File: src/rtl/debug_cmd_receiver.sv
//==============================================================================
// Module   : debug_cmd_receiver
// Purpose  : Parses framed UART debug commands into run-mode, dump and breakpoint
//            controls. Defining CMD_CHECKSUM_EN adds a trailing XOR check byte.
// Revision : 1.0
//==============================================================================
`default_nettype none

module debug_cmd_receiver #(
  parameter int          TIMEOUT_CYCLES = 1000000,
  parameter logic [7:0]  SYNC_BYTE      = 8'hA5
) (
  input  logic        clock,
  input  logic        resetGral,
  input  logic [7:0]  rxData,
  input  logic        rxDone,
  input  logic        sendBusy,
  output logic        modeIdle,
  output logic        modeStep,
  output logic        modeCont,
  output logic        stepPulse,
  output logic        dumpReq,
  output logic [31:0] breakAddr,
  output logic        breakValid,
  output logic [7:0]  ackByte,
  output logic        ackValid,
  output logic        cmdError
);

  localparam logic [2:0] c_WAIT_SYNC = 3'd0;
  localparam logic [2:0] c_WAIT_CMD  = 3'd1;
  localparam logic [2:0] c_ARG       = 3'd2;
  localparam logic [2:0] c_EXEC      = 3'd3;
`ifdef CMD_CHECKSUM_EN
  localparam logic [2:0] c_CHK       = 3'd4;
  localparam logic [2:0] c_AFTER_HDR = c_CHK;
`else
  localparam logic [2:0] c_AFTER_HDR = c_EXEC;
`endif

  localparam logic [7:0] c_CMD_B   = 8'h62;
  localparam logic [7:0] c_CMD_C   = 8'h63;
  localparam logic [7:0] c_CMD_D   = 8'h64;
  localparam logic [7:0] c_CMD_I   = 8'h69;
  localparam logic [7:0] c_CMD_S   = 8'h73;
  localparam logic [7:0] c_CMD_X   = 8'h78;
  localparam logic [7:0] c_ERR_ACK = 8'hEE;

  localparam int               c_TW        = $clog2(TIMEOUT_CYCLES) + 1;
  localparam logic [c_TW-1:0]  c_TIME_LAST = c_TW'(TIMEOUT_CYCLES - 1);

  logic [2:0]      r_state;
  logic [7:0]      r_cmd;
  logic [31:0]     r_shadow;
  logic [1:0]      r_argIdx;
  logic [c_TW-1:0] r_timer;
  logic            r_pendStep;
  logic            r_pendDump;
  logic            r_dumpNext;

  logic w_inFrame;
  logic w_timeout;
  logic w_pendAny;
  logic w_chkErr;
  logic w_release;

`ifdef CMD_CHECKSUM_EN
  logic [7:0] r_chk;
  assign w_inFrame = (r_state == c_WAIT_CMD) || (r_state == c_ARG) || (r_state == c_CHK);
  assign w_chkErr  = (r_state == c_CHK) && rxDone && (rxData != r_chk);
`else
  assign w_inFrame = (r_state == c_WAIT_CMD) || (r_state == c_ARG);
  assign w_chkErr  = 1'b0;
`endif

  // A byte arriving in the expiry cycle keeps the frame alive.
  assign w_timeout = w_inFrame && !rxDone && (r_timer == c_TIME_LAST);
  assign w_pendAny = r_pendStep || r_pendDump;
  // Deferred by a cycle if another ack source owns ackByte this cycle.
  assign w_release = w_pendAny && !sendBusy && (r_state != c_EXEC) && !w_timeout && !w_chkErr;

  always_ff @(posedge clock or posedge resetGral) begin
    if (resetGral) begin
      r_state    <= c_WAIT_SYNC;
      r_cmd      <= 8'h00;
      r_shadow   <= 32'h0;
      r_argIdx   <= 2'd0;
      r_timer    <= '0;
      r_pendStep <= 1'b0;
      r_pendDump <= 1'b0;
      r_dumpNext <= 1'b0;
`ifdef CMD_CHECKSUM_EN
      r_chk      <= 8'h00;
`endif
      modeIdle   <= 1'b1;
      modeStep   <= 1'b0;
      modeCont   <= 1'b0;
      stepPulse  <= 1'b0;
      dumpReq    <= 1'b0;
      breakAddr  <= 32'h0;
      breakValid <= 1'b0;
      ackByte    <= 8'h00;
      ackValid   <= 1'b0;
      cmdError   <= 1'b0;
    end else begin
      stepPulse  <= 1'b0;
      dumpReq    <= r_dumpNext;
      r_dumpNext <= 1'b0;
      ackValid   <= 1'b0;
      cmdError   <= 1'b0;

      if (rxDone || !w_inFrame) r_timer <= '0;
      else                      r_timer <= r_timer + c_TW'(1);

      case (r_state)
        c_WAIT_SYNC: begin
          if (rxDone && (rxData == SYNC_BYTE)) r_state <= c_WAIT_CMD;
        end
        c_WAIT_CMD: begin
          if (rxDone) begin
            r_cmd    <= rxData;
            r_argIdx <= 2'd0;
`ifdef CMD_CHECKSUM_EN
            r_chk    <= rxData;
`endif
            r_state  <= (rxData == c_CMD_B) ? c_ARG : c_AFTER_HDR;
          end
        end
        c_ARG: begin
          if (rxDone) begin
            r_shadow <= {r_shadow[23:0], rxData};
            r_argIdx <= r_argIdx + 2'd1;
`ifdef CMD_CHECKSUM_EN
            r_chk    <= r_chk ^ rxData;
`endif
            if (r_argIdx == 2'd3) r_state <= c_AFTER_HDR;
          end
        end
`ifdef CMD_CHECKSUM_EN
        c_CHK: begin
          if (rxDone) r_state <= w_chkErr ? c_WAIT_SYNC : c_EXEC;
        end
`endif
        c_EXEC: begin
          r_state  <= c_WAIT_SYNC;
          ackValid <= 1'b1;
          ackByte  <= r_cmd;
          case (r_cmd)
            c_CMD_I: {modeIdle, modeStep, modeCont} <= 3'b100;
            c_CMD_C: {modeIdle, modeStep, modeCont} <= 3'b001;
            c_CMD_S, c_CMD_D: begin
              if (w_pendAny) begin
                cmdError <= 1'b1;
                ackByte  <= c_ERR_ACK;
              end else begin
                if (r_cmd == c_CMD_S) {modeIdle, modeStep, modeCont} <= 3'b010;
                if (sendBusy) begin
                  ackValid   <= 1'b0;
                  r_pendStep <= (r_cmd == c_CMD_S);
                  r_pendDump <= (r_cmd == c_CMD_D);
                end else if (r_cmd == c_CMD_S) begin
                  stepPulse  <= 1'b1;
                  r_dumpNext <= 1'b1;
                end else begin
                  dumpReq    <= 1'b1;
                end
              end
            end
            c_CMD_B: begin
              breakAddr  <= r_shadow;
              breakValid <= 1'b1;
            end
            c_CMD_X: breakValid <= 1'b0;
            default: begin
              cmdError <= 1'b1;
              ackByte  <= c_ERR_ACK;
            end
          endcase
        end
        default: r_state <= c_WAIT_SYNC;
      endcase

      if (w_timeout) begin
        r_state  <= c_WAIT_SYNC;
        r_shadow <= 32'h0;
      end

      if (w_timeout || w_chkErr) begin
        cmdError <= 1'b1;
        ackValid <= 1'b1;
        ackByte  <= c_ERR_ACK;
      end

      if (w_release) begin
        ackValid <= 1'b1;
        if (r_pendStep) begin
          ackByte    <= c_CMD_S;
          stepPulse  <= 1'b1;
          r_dumpNext <= 1'b1;
          r_pendStep <= 1'b0;
        end else begin
          ackByte    <= c_CMD_D;
          dumpReq    <= 1'b1;
          r_pendDump <= 1'b0;
        end
      end
    end
  end

endmodule

`default_nettype wire

File: config.mk
export PLATFORM = sky130hd
export DESIGN_NAME = debug_cmd_receiver
export DESIGN_NICKNAME = d
export VERILOG_FILES = /design/src/rtl/debug_cmd_receiver.sv
export SDC_FILE = /design/constraint.sdc
export NUM_CORES = 1
export LEC_CHECK = 0
export CAP_MARGIN = 20
export CORE_ASPECT_RATIO = 0.5
export CORE_MARGIN = 1.5
export CORE_UTILIZATION = 50
export DETAILED_ROUTE_END_ITERATION = 10
export MAX_ROUTING_LAYER = met4
export PLACE_DENSITY = 0.73
export SETUP_SLACK_MARGIN = 0.15
export SYNTH_ARGS = -nofsm -noshare
export SYNTH_HDL_FRONTEND = slang
export SYNTH_SLANG_ARGS = --single-unit
export TNS_END_PERCENT = 1
File: constraint.sdc
create_clock -name clock -period 3.3 [get_ports clock]
set_input_delay 0.495 -clock clock [delete_from_list [all_inputs] [get_ports clock]]
set_output_delay 0.495 -clock clock [all_outputs]
set_load 0.03 [all_outputs]
==> metrics.yaml, run 1 <==
critPathCaptureType: "flip-flop"
post-place-ws_ps: 587
fp.dieW_um: 145
ir_drop_mv: 0.475
fmax_ghz: 0.380
cts_resized: 0
finalHoldViolCount: 0
drv_cap: 0
start_util_pct: 52.6
wl_met2_mm: 5.05
place_congestion: 0.847
cts_tree: "yes"
fin_skew_ps: 6.66
synth_fp_nets: 493
tns_ps: 0
hpwl_mm: 7.41
drv_slew: 0
pin_count: 60
grt_pass1_vias: 3629
cts_max_level: 4
crit_type: "flip-flop to flip-flop"
port_buffers: 59
grt_pass1_wl_mm: 18.6
ff2ff_path_depth: 6
synth_edf_count: 0
cts.clk_slew.worst_paths_ps: 60
postRouteAntennaNets: 0
syn_area_per_cell_sq_um: 10.7
grt_max_degree: 87
met1_length_mm: 5.48
cts_hold_buffers: 0
power_uw: 5170
die-height_um: 74.2
dr.pass1.iters: 5
clock_latency_ps: 410
ff2ff_setup_slack_ps: 670
critical-path-max-stage-delay_ps: 530
cp-start-kind: "flip-flop"
die-area_sq_um: 10800
arrival_ps: 2960
netlist_area_sq_um: 5060
antenna_found_initial: 0
pwr_density_cell_nw_per_um2: 812
drcViolationCount: 0
synth_top_area_share_pct: 56.3
wl_per_cell_um: 16.3
cp.required_ps: 3620
p_sw_uw: 1800
fin_crit_sh_pct: 79.7
rows: 25
yosysUniqueCellTypes: 45
critPathSlowestCell: "or4_1"
drtIter0Drc: 325
cts.sinks: 115
routed_wl_mm: 11.2
grt_usage_pct: 23.2
cts_setup_buffers: 0
overflow: 0
synth-seq-cells: 115
path_common_cell: "or4_1"
switching_share_pct: 34.9
postSynth.asyncResetShare_pct: 100
timing.final.ws_setup_ps: 669
area.growth.synth_to_final_pct: 25.7
yosys_warnings: 0
status: "finished clean"
clockBufferDepth: 2
leakagePower_uw: 0.00280
whs_ps: 472
critical_path.cell_chain: "or4_1 -> or4_1 -> nor4_4 -> buf_4 -> o41ai_1 -> o21ai_0"
ctsRootBufferMaster: "clkbuf_16"
fp.coreArea_sq_um: 9630
top_layer: "met4"
setup_violations: 0
met3_length_um: 473
rsz0062_at_grt: "false"
vias_per_cell: 5.55
max_slew_margin_pct: 48.0
power_frac_seq_pct: 40.0
drive_above_1_share_pct: 16.4
syn_inst: 475
min_path_type: "flip-flop to flip-flop"
vias: 3799
synth_top_cell_by_area: "dfrtp_1"
clockPowerShare_pct: 33.2
combPwrFrac_pct: 26.8
internal_power_uw: 3370
tightest_slew_ps: 773
path_max_fanout: 18
post-route-min-period_ps: 2630
min_delay_path_depth: 1
synth_area_leaders: "dfrtp_1 (56%), mux2_2 (8.9%), nand3_1 (4.9%), nand2_1 (4.1%), a21oi_1 (4.0%)"
cts-buffers-inserted: 17
nets: 554
synthFlopType: "dfrtp_1"
seq_area_frac_synth_pct: 56.8
synthTopCellsByCount: "dfrtp_1 (114), nand2_1 (55), nand3_1 (50), a21oi_1 (40), mux2_2 (40)"
yosys.cell_count.top_type: "dfrtp_1"
metal layers:
metal / up-vias / GRT usage, %
met1: 1882 / 30.5
met2: 106 / 35.0
met5: - / -
met4: 0 / 9.52
li1: 1793 / -
met3: 18 / 5.71
path summary, 6_finish.rpt:
kind                                           to                    from
max                          r_pendDump$_DFF_PP0_    r_timer[8]$_DFF_PP0_
min                        ackByte[5]$_DFFE_PP0P_  ackByte[5]$_DFFE_PP0P_
max reg2reg                  r_pendDump$_DFF_PP0_    r_timer[8]$_DFF_PP0_
min reg2reg                ackByte[5]$_DFFE_PP0P_  ackByte[5]$_DFFE_PP0P_
max in group asynchronous    r_timer[1]$_DFF_PP0_               resetGral
min in group asynchronous       dumpReq$_DFF_PP0_               resetGral
power by group through the flow:
stage	Combinational (uW)	Sequential [uW]	Clock [uW]
floorplan	856	2110	0
global placement	1340	2060	0
detailed placement	1370	2080	0
CTS	1390	2070	1750
global route	1530	2110	1810
finish	1380	2070	1720
sequential cells by signal, summed over array words and instances (netlist names):
name,cells
r_shadow,32
r_state,2
cmdError,1
r_timer,21
breakAddr,32
r_cmd,8
ackValid,1
modeCont,1
r_pendDump,1
r_pendStep,1
breakValid,1
modeStep,1
r_dumpNext,1
modeIdle,1
r_argIdx,2
ackByte,8
dumpReq,1
critical path, delay by kind of cell (launching register included):
family | cells | cell delay [ps]
buf+inv | 1 | 350
flops | 1 | 410
compound gates | 2 | 180
simple gates | 3 | 1590
kinds of logic after synthesis:
group           after synthesis  share of synthesized area [%]
mux                          42                           9.29
compound gates               70                           7.86
xor+xnor                     19                           3.29
buf+inv                      37                           2.87
fa+ha+maj                     6                           1.48
flops                       115                           56.8
simple gates                186                           18.4
cell usage in the layout (no fill, tap or decap), drive strengths merged, types with 6 or more instances in the layout:
cell and instances:
inv 12, clkinvlp 8, xnor2 9, or3 7
o21ai 16, mux2 40, ha 6, dfrtp 114
buf 9, xor2 10, nand3 50, nand2 55
a21oi 40, clkdlybuf4s50 59, nor2 33, clkbuf 17
per-stage QoR:
step / utilization, % / instances / cell area, sq um
floorplan: - / 475 / 5070
global placement: 60.2 / 652 / 5800
detailed placement: 60.2 / 652 / 5800
CTS: 66.1 / 684 / 6370
global route: 66.1 / 684 / 6370
finish: 66.1 / 685 / 6370
layout make-up:
class | count | area [sq um]
diodes | 1 | 2.50
clock buffers | 17 | 425
clock inverters | 15 | 136
fillers | 759 | 3270
inverters | 11 | 45.0
multi-input cells | 323 | 2040
flip-flops and latches | 115 | 2880
well taps | 135 | 169
repair buffers | 68 | 671
No activity file was read; power rests on OpenSTA's default activity.
==> inputs of run 2 (changes only) <==
- clock period: 3.3 -> 2.3 ns (I/O delays scaled with it)
==> run 2 against run 1 <==
Clock power increased by 57%; count of clock-buffer cells in the layout rose by 8; die area is the same; cell count up 3.8%; global-route usage increased by 0.96 points; register-to-register slack lost 530 ps; sequential share of layout area decreased by 2.2 points; via count rose by 2.8%; non-clock buffer count increased by 30.
==> metrics.yaml, run 2 (synthesized netlist as in run 1, its figures left out) <==
status: "finished clean"
switching_share_pct: 31.7
fmax_ghz: 0.463
critical-path-max-stage-delay_ps: 520
layout_commonest_cell: "dfrtp_1"
antenna_found_initial: 0
postRouteAntennaNets: 0
reg_top3: "breakAddr x32, r_shadow x32, r_timer x21"
setup_violations: 0
pin_count: 60
mostFrequentLayoutCells: "dfrtp_1 (114), clkdlybuf4s50_1 (59), nand2_1 (55)"
drtIter0Drc: 408
power_frac_seq_pct: 36.4
arrival_ps: 2440
ir_drop_mv: 0.657
rsz0062_at_grt: "true"
fin_crit_sh_pct: 93.9
path_max_fanout: 5
fp.coreArea_sq_um: 9630
grt_max_degree: 65
pwr_density_cell_nw_per_um2: 1180
drcViolationCount: 0
routed_wl_mm: 11.6
crit_type: "flip-flop to flip-flop"
max_slew_margin_pct: 65.8
tns_ps: 0
cts_tree: "yes"
cts_hold_buffers: 0
cp-start-kind: "flip-flop"
overflow: 0
fp.dieW_um: 145
grt_pass1_wl_mm: 19.3
place_congestion: 0.883
critPathSlowestCell: "or4_1"
area.growth.synth_to_final_pct: 32.1
leakagePower_uw: 0.00302
diodes: 0
cts.clk_slew.worst_paths_ps: 50
vias_per_cell: 5.49
wl_per_cell_um: 16.3
vias: 3904
die-area_sq_um: 10800
rows: 25
port_buffers: 59
hpwl_mm: 7.55
grt_usage_pct: 24.1
internal_power_uw: 5390
cp_top_family: "simple AND/OR/NAND/NOR gates"
cts-buffers-inserted: 17
path_buf_inv: 1
cp.required_ps: 2580
fillers: 747
clockBufferDepth: 2
drive_above_1_share_pct: 20.3
cts.sinks: 115
start_util_pct: 52.6
clockPowerShare_pct: 34.2
combPwrFrac_pct: 29.4
critPathCaptureType: "flip-flop"
tightest_slew_ps: 508
dr.pass1.iters: 5
grt_pass1_vias: 3789
drv_slew: 0
critical_path.cell_chain: "or4_1 -> or4_4 -> nor4_4 -> buf_4 -> nor2_1 -> or3_1"
fin_skew_ps: 8.93
die-height_um: 74.2
min_path_type: "input port to async pin"
clock_latency_ps: 410
post-route-min-period_ps: 2160
nets: 584
whs_ps: 287
p_sw_uw: 2500
finalHoldViolCount: 0
cts_max_level: 4
drv_cap: 0
ctsRootBufferMaster: "clkbuf_16"
==> run 2: cell count changes in the layout (fill, tap and decap cells not counted), sizes merged <==
cell,previous run,this run
buf,9,39
bufinv,1,3
clkinvlp,8,1
clkbuf,17,25
clkinv,5,1
diode,1,0
inv,12,10
==> run 2: per-stage QoR <==
stage | total power, uW | instances | worst slack (ps) | instance area, sq um | util (%)
global route | 8310 | 711 | 76.8 | 6690 | 69.5
global placement | 5050 | 678 | 70.3 | 6020 | 62.5
floorplan | 4250 | 475 | 97.9 | 5070 | -
finish | 7890 | 711 | 140 | 6690 | 69.5
detailed placement | 5110 | 678 | 44.7 | 6020 | 62.5
CTS | 7890 | 709 | 134 | 6660 | 69.1
==> run 2: layout make-up <==
class                      instances  area (sq um)  share of cell area [%]
inverter                          11          45.0                   0.673
multi-input combinational        323          2060                    30.8
clock inverter                     4          95.1                    1.42
tap                              135           169                    2.52
timing repair buffer              98           925                    13.8
clock buffer                      25           515                    7.70
sequential                       115          2880                    43.0
==> run 2: final timing paths <==
path | from | cells past startpoint | end | slack (ps)
max in group asynchronous | resetGral | 3 | breakAddr[6]$_DFFE_PP0P_ | 1360
max reg2reg | r_timer[8]$_DFF_PP0_ | 6 | dumpReq$_DFF_PP0_ | 140
min reg2reg | ackByte[6]$_DFFE_PP0P_ | 1 | ackByte[6]$_DFFE_PP0P_ | 480
max | r_timer[8]$_DFF_PP0_ | 6 | dumpReq$_DFF_PP0_ | 140
min | resetGral | 2 | ackByte[7]$_DFFE_PP0P_ | 290
min in group clock | ackByte[6]$_DFFE_PP0P_ | 1 | ackByte[6]$_DFFE_PP0P_ | 480
==> run 2: power by group through the flow <==
stage / sequential [uW] / clock (uW) / combinational (uW)
after detailed placement: 2890 / 0 / 2220
final: 2870 / 2700 / 2320
after global routing: 2930 / 2820 / 2560
after CTS: 2860 / 2740 / 2290
after floorplan: 3020 / 0 / 1230
after global placement: 2870 / 0 / 2180
==> run 2: what timing repair did <==
item	4_1_cts	5_1_grt
resized for setup	3	2
buffers inserted	2	2
endpoints found under the hold margin	0	0
pin swaps	1	0
endpoints found under the setup margin	42	42
==> run 2: routing by layer <==
metal / routed length [um] / GRT usage [%] / vias to the layer above
met5: 0 / - / -
met4: 137 / 8.50 / 0
met3: 619 / 5.64 / 11
met2: 5310 / 36.4 / 117
met1: 5520 / 32.4 / 1926
li1: - / - / 1850
==> inputs of run 3 (changes only) <==
- HOLD_SLACK_MARGIN: unset -> 0.15
==> results of run 3 <==
Final layout, timing and power as in run 2 (identical DEF).
